<file path="src/rtl/reaction_game_ctrl_pkg.sv">
// reaction_pkg: shared definitions for the reaction-time game controller.
//   - state_e        : FSM state codes (IDLE=0 .. DONE=6)
//   - DEF_*          : default parameter values for reaction_game_ctrl
//   - GAP_TICKS      : inter-round pause length in game ticks
//   - LFSR_*         : LFSR reset/zero-seed substitute value and tap mask
//   - lfsr_step()    : one step of the 16-bit Fibonacci LFSR
package reaction_pkg;

  typedef enum logic [2:0] {
    ST_IDLE      = 3'd0,
    ST_ARM       = 3'd1,
    ST_WAIT      = 3'd2,
    ST_GO        = 3'd3,
    ST_ROUND_END = 3'd4,
    ST_GAP       = 3'd5,
    ST_DONE      = 3'd6
  } state_e;

  localparam int          DEF_N_PLAYERS    = 2;
  localparam int          DEF_ROUNDS       = 5;
  localparam int          DEF_TICK_DIV     = 1000000;
  localparam int          DEF_MIN_DELAY    = 100;
  localparam logic [15:0] DEF_DELAY_MASK   = 16'h01FF;
  localparam int          DEF_TIMEOUT      = 300;
  localparam int          DEF_RT_W         = 9;
  localparam int          DEF_TOT_W        = 12;
  localparam int          DEF_FOUL_PENALTY = 300;

  localparam int          GAP_TICKS = 100;

  // Reset value, and the value used when a zero seed is supplied
  // (an all-zero Fibonacci LFSR would lock up).
  localparam logic [15:0] LFSR_RESET = 16'hACE1;
  // Taps 16,15,13,4 -> bits 15,14,12,3.
  localparam logic [15:0] LFSR_TAPS  = 16'hD008;

  function automatic logic [15:0] lfsr_step(input logic [15:0] q);
    return {q[14:0], ^(q & LFSR_TAPS)};
  endfunction

endpackage

</file>
<file path="src/rtl/reaction_game_ctrl_if.sv">
// reaction_game_ctrl_if: game-side bus of the reaction-time controller.
//   Inputs to the controller : start, abort, seed[15:0], btn[N_PLAYERS]
//   Outputs from controller  : state[2:0], active, round_idx[3:0],
//                              rt[N_PLAYERS*RT_W], foul[N_PLAYERS],
//                              total[N_PLAYERS*TOT_W], round_done, game_done
//   master = button/screen side, slave = controller.
interface reaction_game_ctrl_if #(
  parameter int N_PLAYERS = 2,
  parameter int RT_W      = 9,
  parameter int TOT_W     = 12
);
  logic                        start;
  logic                        abort;
  logic [15:0]                 seed;
  logic [N_PLAYERS-1:0]        btn;
  logic [2:0]                  state;
  logic                        active;
  logic [3:0]                  round_idx;
  logic [N_PLAYERS*RT_W-1:0]   rt;
  logic [N_PLAYERS-1:0]        foul;
  logic [N_PLAYERS*TOT_W-1:0]  total;
  logic                        round_done;
  logic                        game_done;

  modport master (
    output start, abort, seed, btn,
    input  state, active, round_idx, rt, foul, total, round_done, game_done
  );

  modport slave (
    input  start, abort, seed, btn,
    output state, active, round_idx, rt, foul, total, round_done, game_done
  );
endinterface

</file>
<file path="src/rtl/reaction_game_ctrl_lfsr16.sv">
// lfsr16: 16-bit Fibonacci LFSR (taps 16,15,13,4) used for the random wait.
//   clk, rst : clock, asynchronous active-high reset (to LFSR_RESET)
//   load     : load seed (zero seed replaced by LFSR_RESET); wins over en
//   seed     : value to load
//   en       : advance one step
//   out      : current LFSR state
module lfsr16
  import reaction_pkg::*;
(
  input  logic        clk,
  input  logic        rst,
  input  logic        load,
  input  logic [15:0] seed,
  input  logic        en,
  output logic [15:0] out
);
  logic [15:0] lfsr_reg;

  always_ff @(posedge clk or posedge rst) begin
    if (rst)       lfsr_reg <= LFSR_RESET;
    else if (load) lfsr_reg <= (seed == 16'h0000) ? LFSR_RESET : seed;
    else if (en)   lfsr_reg <= lfsr_step(lfsr_reg);
  end

  assign out = lfsr_reg;
endmodule

</file>
<file path="src/rtl/reaction_game_ctrl.sv">
// reaction_game_ctrl: multi-player, multi-round reaction-time game FSM.
//   clk, rst : clock, asynchronous active-high reset
//   bus      : reaction_game_ctrl_if slave (start/abort/seed/btn in;
//              state/active/round_idx/rt/foul/total/round_done/game_done out)
// Each round: ARM picks a random wait, WAIT flags false starts, GO times
// each player's first press, ROUND_END adds the round cost (saturating) to
// every player's total, GAP pauses before re-arming. All counters run off a
// single-cycle tick strobe from a prescaler that is realigned in ARM.
module reaction_game_ctrl
  import reaction_pkg::*;
#(
  parameter int          N_PLAYERS    = DEF_N_PLAYERS,
  parameter int          ROUNDS       = DEF_ROUNDS,
  parameter int          TICK_DIV     = DEF_TICK_DIV,
  parameter int          MIN_DELAY    = DEF_MIN_DELAY,
  parameter logic [15:0] DELAY_MASK   = DEF_DELAY_MASK,
  parameter int          TIMEOUT      = DEF_TIMEOUT,
  parameter int          RT_W         = DEF_RT_W,
  parameter int          TOT_W        = DEF_TOT_W,
  parameter int          FOUL_PENALTY = DEF_FOUL_PENALTY
) (
  input  logic                 clk,
  input  logic                 rst,
  reaction_game_ctrl_if.slave  bus
);
  localparam logic [2:0] S_IDLE      = ST_IDLE;
  localparam logic [2:0] S_ARM       = ST_ARM;
  localparam logic [2:0] S_WAIT      = ST_WAIT;
  localparam logic [2:0] S_GO        = ST_GO;
  localparam logic [2:0] S_ROUND_END = ST_ROUND_END;
  localparam logic [2:0] S_GAP       = ST_GAP;
  localparam logic [2:0] S_DONE      = ST_DONE;

  localparam int             PW      = $clog2(TICK_DIV);
  localparam logic [TOT_W-1:0] TOT_MAX = {TOT_W{1'b1}};

  logic [2:0]              state_reg;
  logic [3:0]              round_idx_reg;
  logic [PW-1:0]           presc_reg;
  logic [15:0]             delay_cnt_reg;
  logic [RT_W-1:0]         rt_cnt_reg;
  logic [N_PLAYERS-1:0]    btn_q_reg;
  logic                    start_q_reg;
  logic                    round_done_reg;
  logic                    game_done_reg;

  logic                    tick;
  logic                    start_edge;
  logic                    rt_full;
  logic                    all_in;
  logic [N_PLAYERS-1:0]    press;
  logic [N_PLAYERS-1:0]    foul_vec;
  logic [N_PLAYERS-1:0]    pressed_vec;
  logic [N_PLAYERS*RT_W-1:0]  rt_bus;
  logic [N_PLAYERS*TOT_W-1:0] tot_bus;
  logic [15:0]             lfsr_out;

  assign tick       = (presc_reg == PW'(TICK_DIV - 1));
  assign start_edge = bus.start & ~start_q_reg;
  assign press      = bus.btn & ~btn_q_reg;
  assign rt_full    = (rt_cnt_reg == RT_W'(TIMEOUT));
  // A press arriving this cycle already counts, so GO can close on the
  // cycle after the last outstanding player presses.
  assign all_in     = &(foul_vec | pressed_vec | press);

  lfsr16 u_lfsr (
    .clk  (clk),
    .rst  (rst),
    .load (!bus.abort && start_edge && (state_reg == S_IDLE || state_reg == S_DONE)),
    .seed (bus.seed),
    .en   (state_reg != S_IDLE),
    .out  (lfsr_out)
  );

  always_ff @(posedge clk or posedge rst) begin
    if (rst) begin
      state_reg      <= S_IDLE;
      round_idx_reg  <= '0;
      presc_reg      <= '0;
      delay_cnt_reg  <= '0;
      rt_cnt_reg     <= '0;
      btn_q_reg      <= '0;
      start_q_reg    <= 1'b0;
      round_done_reg <= 1'b0;
      game_done_reg  <= 1'b0;
    end else begin
      btn_q_reg      <= bus.btn;
      start_q_reg    <= bus.start;
      round_done_reg <= 1'b0;
      game_done_reg  <= 1'b0;
      presc_reg      <= (state_reg == S_ARM || tick) ? '0 : presc_reg + 1'b1;

      if (bus.abort) begin
        state_reg <= S_IDLE;
      end else begin
        case (state_reg)
          S_IDLE, S_DONE: begin
            if (start_edge) begin
              round_idx_reg <= '0;
              state_reg     <= S_ARM;
            end
          end
          S_ARM: begin
            delay_cnt_reg <= 16'(MIN_DELAY) + (lfsr_out & DELAY_MASK);
            state_reg     <= S_WAIT;
          end
          S_WAIT: begin
            if (delay_cnt_reg == '0) begin
              rt_cnt_reg <= '0;
              state_reg  <= S_GO;
            end else if (tick) begin
              delay_cnt_reg <= delay_cnt_reg - 1'b1;
            end
          end
          S_GO: begin
            if (tick && !rt_full) rt_cnt_reg <= rt_cnt_reg + 1'b1;
            if (all_in || rt_full) begin
              round_done_reg <= 1'b1;
              state_reg      <= S_ROUND_END;
            end
          end
          S_ROUND_END: begin
            if (round_idx_reg == 4'(ROUNDS - 1)) begin
              game_done_reg <= 1'b1;
              state_reg     <= S_DONE;
            end else begin
              round_idx_reg <= round_idx_reg + 1'b1;
              delay_cnt_reg <= 16'(GAP_TICKS);
              state_reg     <= S_GAP;
            end
          end
          S_GAP: begin
            if (delay_cnt_reg == '0)  state_reg     <= S_ARM;
            else if (tick)            delay_cnt_reg <= delay_cnt_reg - 1'b1;
          end
          default: state_reg <= S_IDLE;
        endcase
      end
    end
  end

  genvar gi;
  generate
    for (gi = 0; gi < N_PLAYERS; gi++) begin : g_player
      logic [RT_W-1:0]  rt_reg;
      logic [TOT_W-1:0] tot_reg;
      logic             foul_reg;
      logic             pressed_reg;
      logic [31:0]      add;
      logic [31:0]      sum;
      logic [TOT_W-1:0] tot_next;

      // Round cost: fixed penalty for a false start, full window when
      // nobody pressed, otherwise the measured reaction time.
      always_comb begin
        if (foul_reg)          add = 32'(FOUL_PENALTY);
        else if (!pressed_reg) add = 32'(TIMEOUT);
        else                   add = 32'(rt_reg);
        sum      = 32'(tot_reg) + add;
        tot_next = (sum > 32'(TOT_MAX)) ? TOT_MAX : sum[TOT_W-1:0];
      end

      always_ff @(posedge clk or posedge rst) begin
        if (rst) begin
          rt_reg      <= '0;
          tot_reg     <= '0;
          foul_reg    <= 1'b0;
          pressed_reg <= 1'b0;
        end else if (!bus.abort) begin
          case (state_reg)
            S_IDLE, S_DONE: if (start_edge) tot_reg <= '0;
            S_ARM: begin
              rt_reg      <= '0;
              foul_reg    <= 1'b0;
              pressed_reg <= 1'b0;
            end
            S_WAIT: if (press[gi]) foul_reg <= 1'b1;
            S_GO: begin
              if (press[gi] && !foul_reg && !pressed_reg) begin
                rt_reg      <= rt_cnt_reg;
                pressed_reg <= 1'b1;
              end
            end
            S_ROUND_END: begin
              tot_reg <= tot_next;
              if (!foul_reg && !pressed_reg) rt_reg <= RT_W'(TIMEOUT);
            end
            default: ;
          endcase
        end
      end

      assign foul_vec[gi]                  = foul_reg;
      assign pressed_vec[gi]               = pressed_reg;
      assign rt_bus[gi*RT_W +: RT_W]       = rt_reg;
      assign tot_bus[gi*TOT_W +: TOT_W]    = tot_reg;
    end
  endgenerate

  assign bus.state      = state_reg;
  assign bus.active     = (state_reg == S_GO);
  assign bus.round_idx  = round_idx_reg;
  assign bus.rt         = rt_bus;
  assign bus.foul       = foul_vec;
  assign bus.total      = tot_bus;
  assign bus.round_done = round_done_reg;
  assign bus.game_done  = game_done_reg;
endmodule
</file>
<file path="src/flat_wrapper.sv">
// flat-port wrapper written by rule: the top's interface ports become plain ports
module reaction_game_ctrl_flat import reaction_pkg::*;
#(
  parameter int          N_PLAYERS    = DEF_N_PLAYERS,
  parameter int          ROUNDS       = DEF_ROUNDS,
  parameter int          TICK_DIV     = DEF_TICK_DIV,
  parameter int          MIN_DELAY    = DEF_MIN_DELAY,
  parameter logic [15:0] DELAY_MASK   = DEF_DELAY_MASK,
  parameter int          TIMEOUT      = DEF_TIMEOUT,
  parameter int          RT_W         = DEF_RT_W,
  parameter int          TOT_W        = DEF_TOT_W,
  parameter int          FOUL_PENALTY = DEF_FOUL_PENALTY
)
  (clk, rst, bus_start, bus_abort, bus_seed, bus_btn, bus_state, bus_active, bus_round_idx, bus_rt, bus_foul, bus_total, bus_round_done, bus_game_done);
  reaction_game_ctrl_if #(.N_PLAYERS(N_PLAYERS), .RT_W(RT_W), .TOT_W(TOT_W)) bus_i ();
  input  logic clk;
  input  logic rst;
  input wire logic [$bits(bus_i.start)-1:0] bus_start;
  input wire logic [$bits(bus_i.abort)-1:0] bus_abort;
  input wire logic [$bits(bus_i.seed)-1:0] bus_seed;
  input wire logic [$bits(bus_i.btn)-1:0] bus_btn;
  output wire logic [$bits(bus_i.state)-1:0] bus_state;
  output wire logic [$bits(bus_i.active)-1:0] bus_active;
  output wire logic [$bits(bus_i.round_idx)-1:0] bus_round_idx;
  output wire logic [$bits(bus_i.rt)-1:0] bus_rt;
  output wire logic [$bits(bus_i.foul)-1:0] bus_foul;
  output wire logic [$bits(bus_i.total)-1:0] bus_total;
  output wire logic [$bits(bus_i.round_done)-1:0] bus_round_done;
  output wire logic [$bits(bus_i.game_done)-1:0] bus_game_done;
  assign bus_i.start = bus_start;
  assign bus_i.abort = bus_abort;
  assign bus_i.seed = bus_seed;
  assign bus_i.btn = bus_btn;
  assign bus_state = bus_i.state;
  assign bus_active = bus_i.active;
  assign bus_round_idx = bus_i.round_idx;
  assign bus_rt = bus_i.rt;
  assign bus_foul = bus_i.foul;
  assign bus_total = bus_i.total;
  assign bus_round_done = bus_i.round_done;
  assign bus_game_done = bus_i.game_done;
  reaction_game_ctrl #(.N_PLAYERS(N_PLAYERS), .ROUNDS(ROUNDS), .TICK_DIV(TICK_DIV), .MIN_DELAY(MIN_DELAY), .DELAY_MASK(DELAY_MASK), .TIMEOUT(TIMEOUT), .RT_W(RT_W), .TOT_W(TOT_W), .FOUL_PENALTY(FOUL_PENALTY)) u_core (.clk(clk), .rst(rst), .bus(bus_i));
endmodule
</file>
<file path="config.mk">
export PLATFORM = sky130hd
export DESIGN_NAME = reaction_game_ctrl_flat
export DESIGN_NICKNAME = d
export VERILOG_FILES = /design/src/rtl/reaction_game_ctrl_pkg.sv /design/src/rtl/reaction_game_ctrl_if.sv /design/src/rtl/reaction_game_ctrl_lfsr16.sv /design/src/rtl/reaction_game_ctrl.sv /design/src/flat_wrapper.sv
export SDC_FILE = /design/constraint.sdc
export NUM_CORES = 1
export LEC_CHECK = 0
export CAP_MARGIN = 20
export CORE_MARGIN = 2
export CORE_UTILIZATION = 56
export DETAILED_ROUTE_END_ITERATION = 8
export PLACE_DENSITY = 0.79
export SLEW_MARGIN = 20
export SYNTH_ARGS = -nofsm -noshare
export SYNTH_HDL_FRONTEND = slang
export SYNTH_SLANG_ARGS = --single-unit
</file>
<file path="constraint.sdc">
create_clock -name clk -period 5.45 [get_ports clk]
set_input_delay 1.635 -clock clk [delete_from_list [all_inputs] [get_ports clk]]
set_output_delay 1.635 -clock clk [all_outputs]
set_load 0.02 [all_outputs]
</file>
==> flow_summary_export.csv <==
group,metric,value,unit
detailed_routing,dr.pass1.iters,6,
clocking,clkLatencyLatePin,0.42,ns
cells_and_area,fin_util,0.6913,
yosys,syn_inst,809,
pwr,p_total,3.578,mW
yosys,async_flop_share,1.000,
detailed_routing,ant_nets,0,
yosys,synth-seq-cells,119,
global_route,grt_max_degree,73,
detailed_routing,vias,6662,
timing,relSlewSlack,0.3624,
yosys,synth_common_cells,"dfrtp_1 (111), nand2_1 (80), nor2_1 (77), o21ai_0 (77), a21oi_1 (54)",
timing,rsz0062_at_grt,"false",
min_path,hold_class,"flop to flop",
timing,setup_viol,0,
clocking,postCtsHoldBufs,0,
cells_and_area,antenna_cells,0,
timing,max_freq,214.0,MHz
yosys,synth_nets,858,
die,ios,76,
setup_path,start_kind,"flop",
yosys,yosysTopAreaCell,"dfrtp_1",
timing,holdWs,0.4898,ns
placement,hpwl,12.89,mm
setup_path,cp_max_fo,20,
die,fp.dieArea,13680,µm²
placement,port-buffer-count,75,
timing,finalHoldViolations,0,
cells_and_area,stdcell_count,1064,
yosys,synth_area_leaders,"dfrtp_1 (39%), o21ai_0 (5.4%), ha_1 (4.4%), nand2_1 (4.2%), nor2_1 (4.0%)",
yosys,yosysWarnings,0,
setup_path,worstPathArrival,3.04,ns
clocking,cts_htree_levels,4,
timing,fin_crit_sh,0.8575,
clocking,cts-root-buf,"clkbuf_16",
timing,slew_violations,0,
timing,min_period,4.673,ns
timing,worst_slew_pin_slew,0.9533,ns
clocking,post_cts_buffers,0,
die,core_area,12520,µm²
yosys,synth.most_common_cell,"dfrtp_1",
global_route,antenna_found_initial,0,
yosys,syn_area_per_cell,8.831,µm²
cells_and_area,largest_register_ffs,24,
setup_path,endpoint_kind,"primary output",
yosys,synth_edf_count,0,
pwr,powerDensity,413.5,nW/µm²
setup_path,crit_type,"flop to primary output",
yosys,yosysSeqAreaShare,0.4182,
clocking,cts-buffers-inserted,17,
yosys,yosysTopAreaCellShare,0.3888,
timing,tns,0,ns
clocking,clkTransAtPathRegs,0.05,ns
global_route,grt_pass1_wl,29.88,mm
run_status,outcome,"finished, final reports clean",
clocking,ctsResizeCount,0,
yosys,synthDistinctLibCells,81,
detailed_routing,drt_iter0_markers,854,
detailed_routing,wl_per_cell,17.43,µm
yosys,netlist_area,7144,µm²
cells_and_area,synthToLayoutAreaGrowth,21.12,%
detailed_routing,avgViaCountPerCell,6.261,
global_route,gr-usage-all-layers,0.2770,
global_route,grt_pass1_vias,6248,
cells_and_area,nNetsFinal,928,
detailed_routing,route.detailed.drc,0,
detailed_routing,routed_wl,18.54,mm
die,initial_core_util,0.5708,
clocking,cts_tree,"yes",
run,maxCapViolCount,0,
setup_path,cp_data_required_time,3.82,ns
timing,fin_skew,0.008070,ns
global_route,grt_overflow_total,0,
die,die_h,117.0,µm
die,rows,41,
cells_and_area,drive_above_1_share,0.08184,
yosys,synthFlopType,"dfrtp_1",
clocking,cts.sinks,119,
die,die_w,117.0,µm
placement,globalplace.congestion,0.8705,
pwr,total_leakage_power,3.758,nW
pwr,ir_drop,0.2434,mV
clocking,clock_path_buffers,2,
placement,placed_cells,1032,
==> metrics by stage <==
step	worst slack, ns	cell area [µm²]
after global routing	0.6230	8653
final	0.7768	8653
after global placement	1.349	8030
after CTS	0.8041	8650
after floorplan	0.6708	7144
after detailed placement	1.201	8030
==> cells by family after synthesis <==
| family | share of synthesized area |
|---|---|
| flip-flops | 0.4182 |
| adder cells (fa/ha/maj) | 0.04939 |
| multiplexers | 0.004378 |
| AO/OA/AOI/OAI | 0.2056 |
| AND/OR/NAND/NOR | 0.2438 |
| XOR/XNOR | 0.04168 |
| buffers and inverters | 0.03695 |
==> cell type report <==
class                           count  area (µm²)
Tap cell                          172       215.2
Multi-Input combinational cell    630        3896
Clock inverter                      8       117.6
Inverter                           27       103.9
Fill cell                        1009        3864
Timing Repair Buffer               84       830.8
Clock buffer                       24       501.7
Sequential cell                   119        2988
==> worst max-delay path: stages (launching register included) <==
cell             delay (ns)
dfrtp_1                0.81
inv_1                  0.25
nor2_1                 0.18
nand2_1                0.23
inv_1                  0.44
clkdlybuf4s50_1        0.71
==> cells in the final DEF, fill, tap and decap left out, drive strengths merged, types with 9 or more instances in the layout <==
cell | Yosys | layout
o31ai | 17 | 17
xor2 | 20 | 20
and2 | 16 | 16
nand2 | 80 | 80
nor2 | 77 | 77
clkdlybuf4s50 | 0 | 75
buf | 17 | 9
nor3 | 22 | 22
and3 | 14 | 14
clkbuf | 16 | 24
a21oi | 54 | 54
inv | 27 | 27
nand3 | 31 | 31
o21ai | 88 | 88
xnor2 | 14 | 14
a21o | 10 | 10
nand4 | 11 | 11
nand2b | 17 | 17
o22ai | 12 | 12
nor2b | 13 | 13
dfrtp | 111 | 111
nor4 | 11 | 11
a31oi | 16 | 16
ha | 25 | 25
==> path summary, 6_finish.rpt <==
kind	start	endpoint	slack, ns	cells past startpoint
worst max-delay path	u_core.bus.state[0]	bus_active	0.78	5
worst min-delay path	u_core.u_lfsr.out[0]	u_core.u_lfsr.out[0]	0.49	2
worst max register to register	u_core.g_player[1].foul_reg	u_core.g_player[1].tot_reg[9]	2.07	11
worst min register to register	u_core.u_lfsr.out[0]	u_core.u_lfsr.out[0]	0.49	2
max in group asynchronous	rst	u_core.delay_cnt_reg[7]	3.01	3
min in group asynchronous	rst	u_core.presc_reg[18]	1.65	2
==> where the power goes <==
group	internal, mW	switching, mW
Combinational	0.473	0.690
Sequential	1.05	0.190
Clock	0.776	0.395
==> routing by layer <==
layer | up-vias | track usage | part of all wire
met5 | - | 0 | 0
met4 | 0 | 0.1216 | 0.030
met3 | 67 | 0.05046 | 0.066
met2 | 327 | 0.4686 | 0.49
met1 | 3196 | 0.3493 | 0.41
li1 | 3072 | - | -
Note: power is estimated with default switching activity, not from simulation.
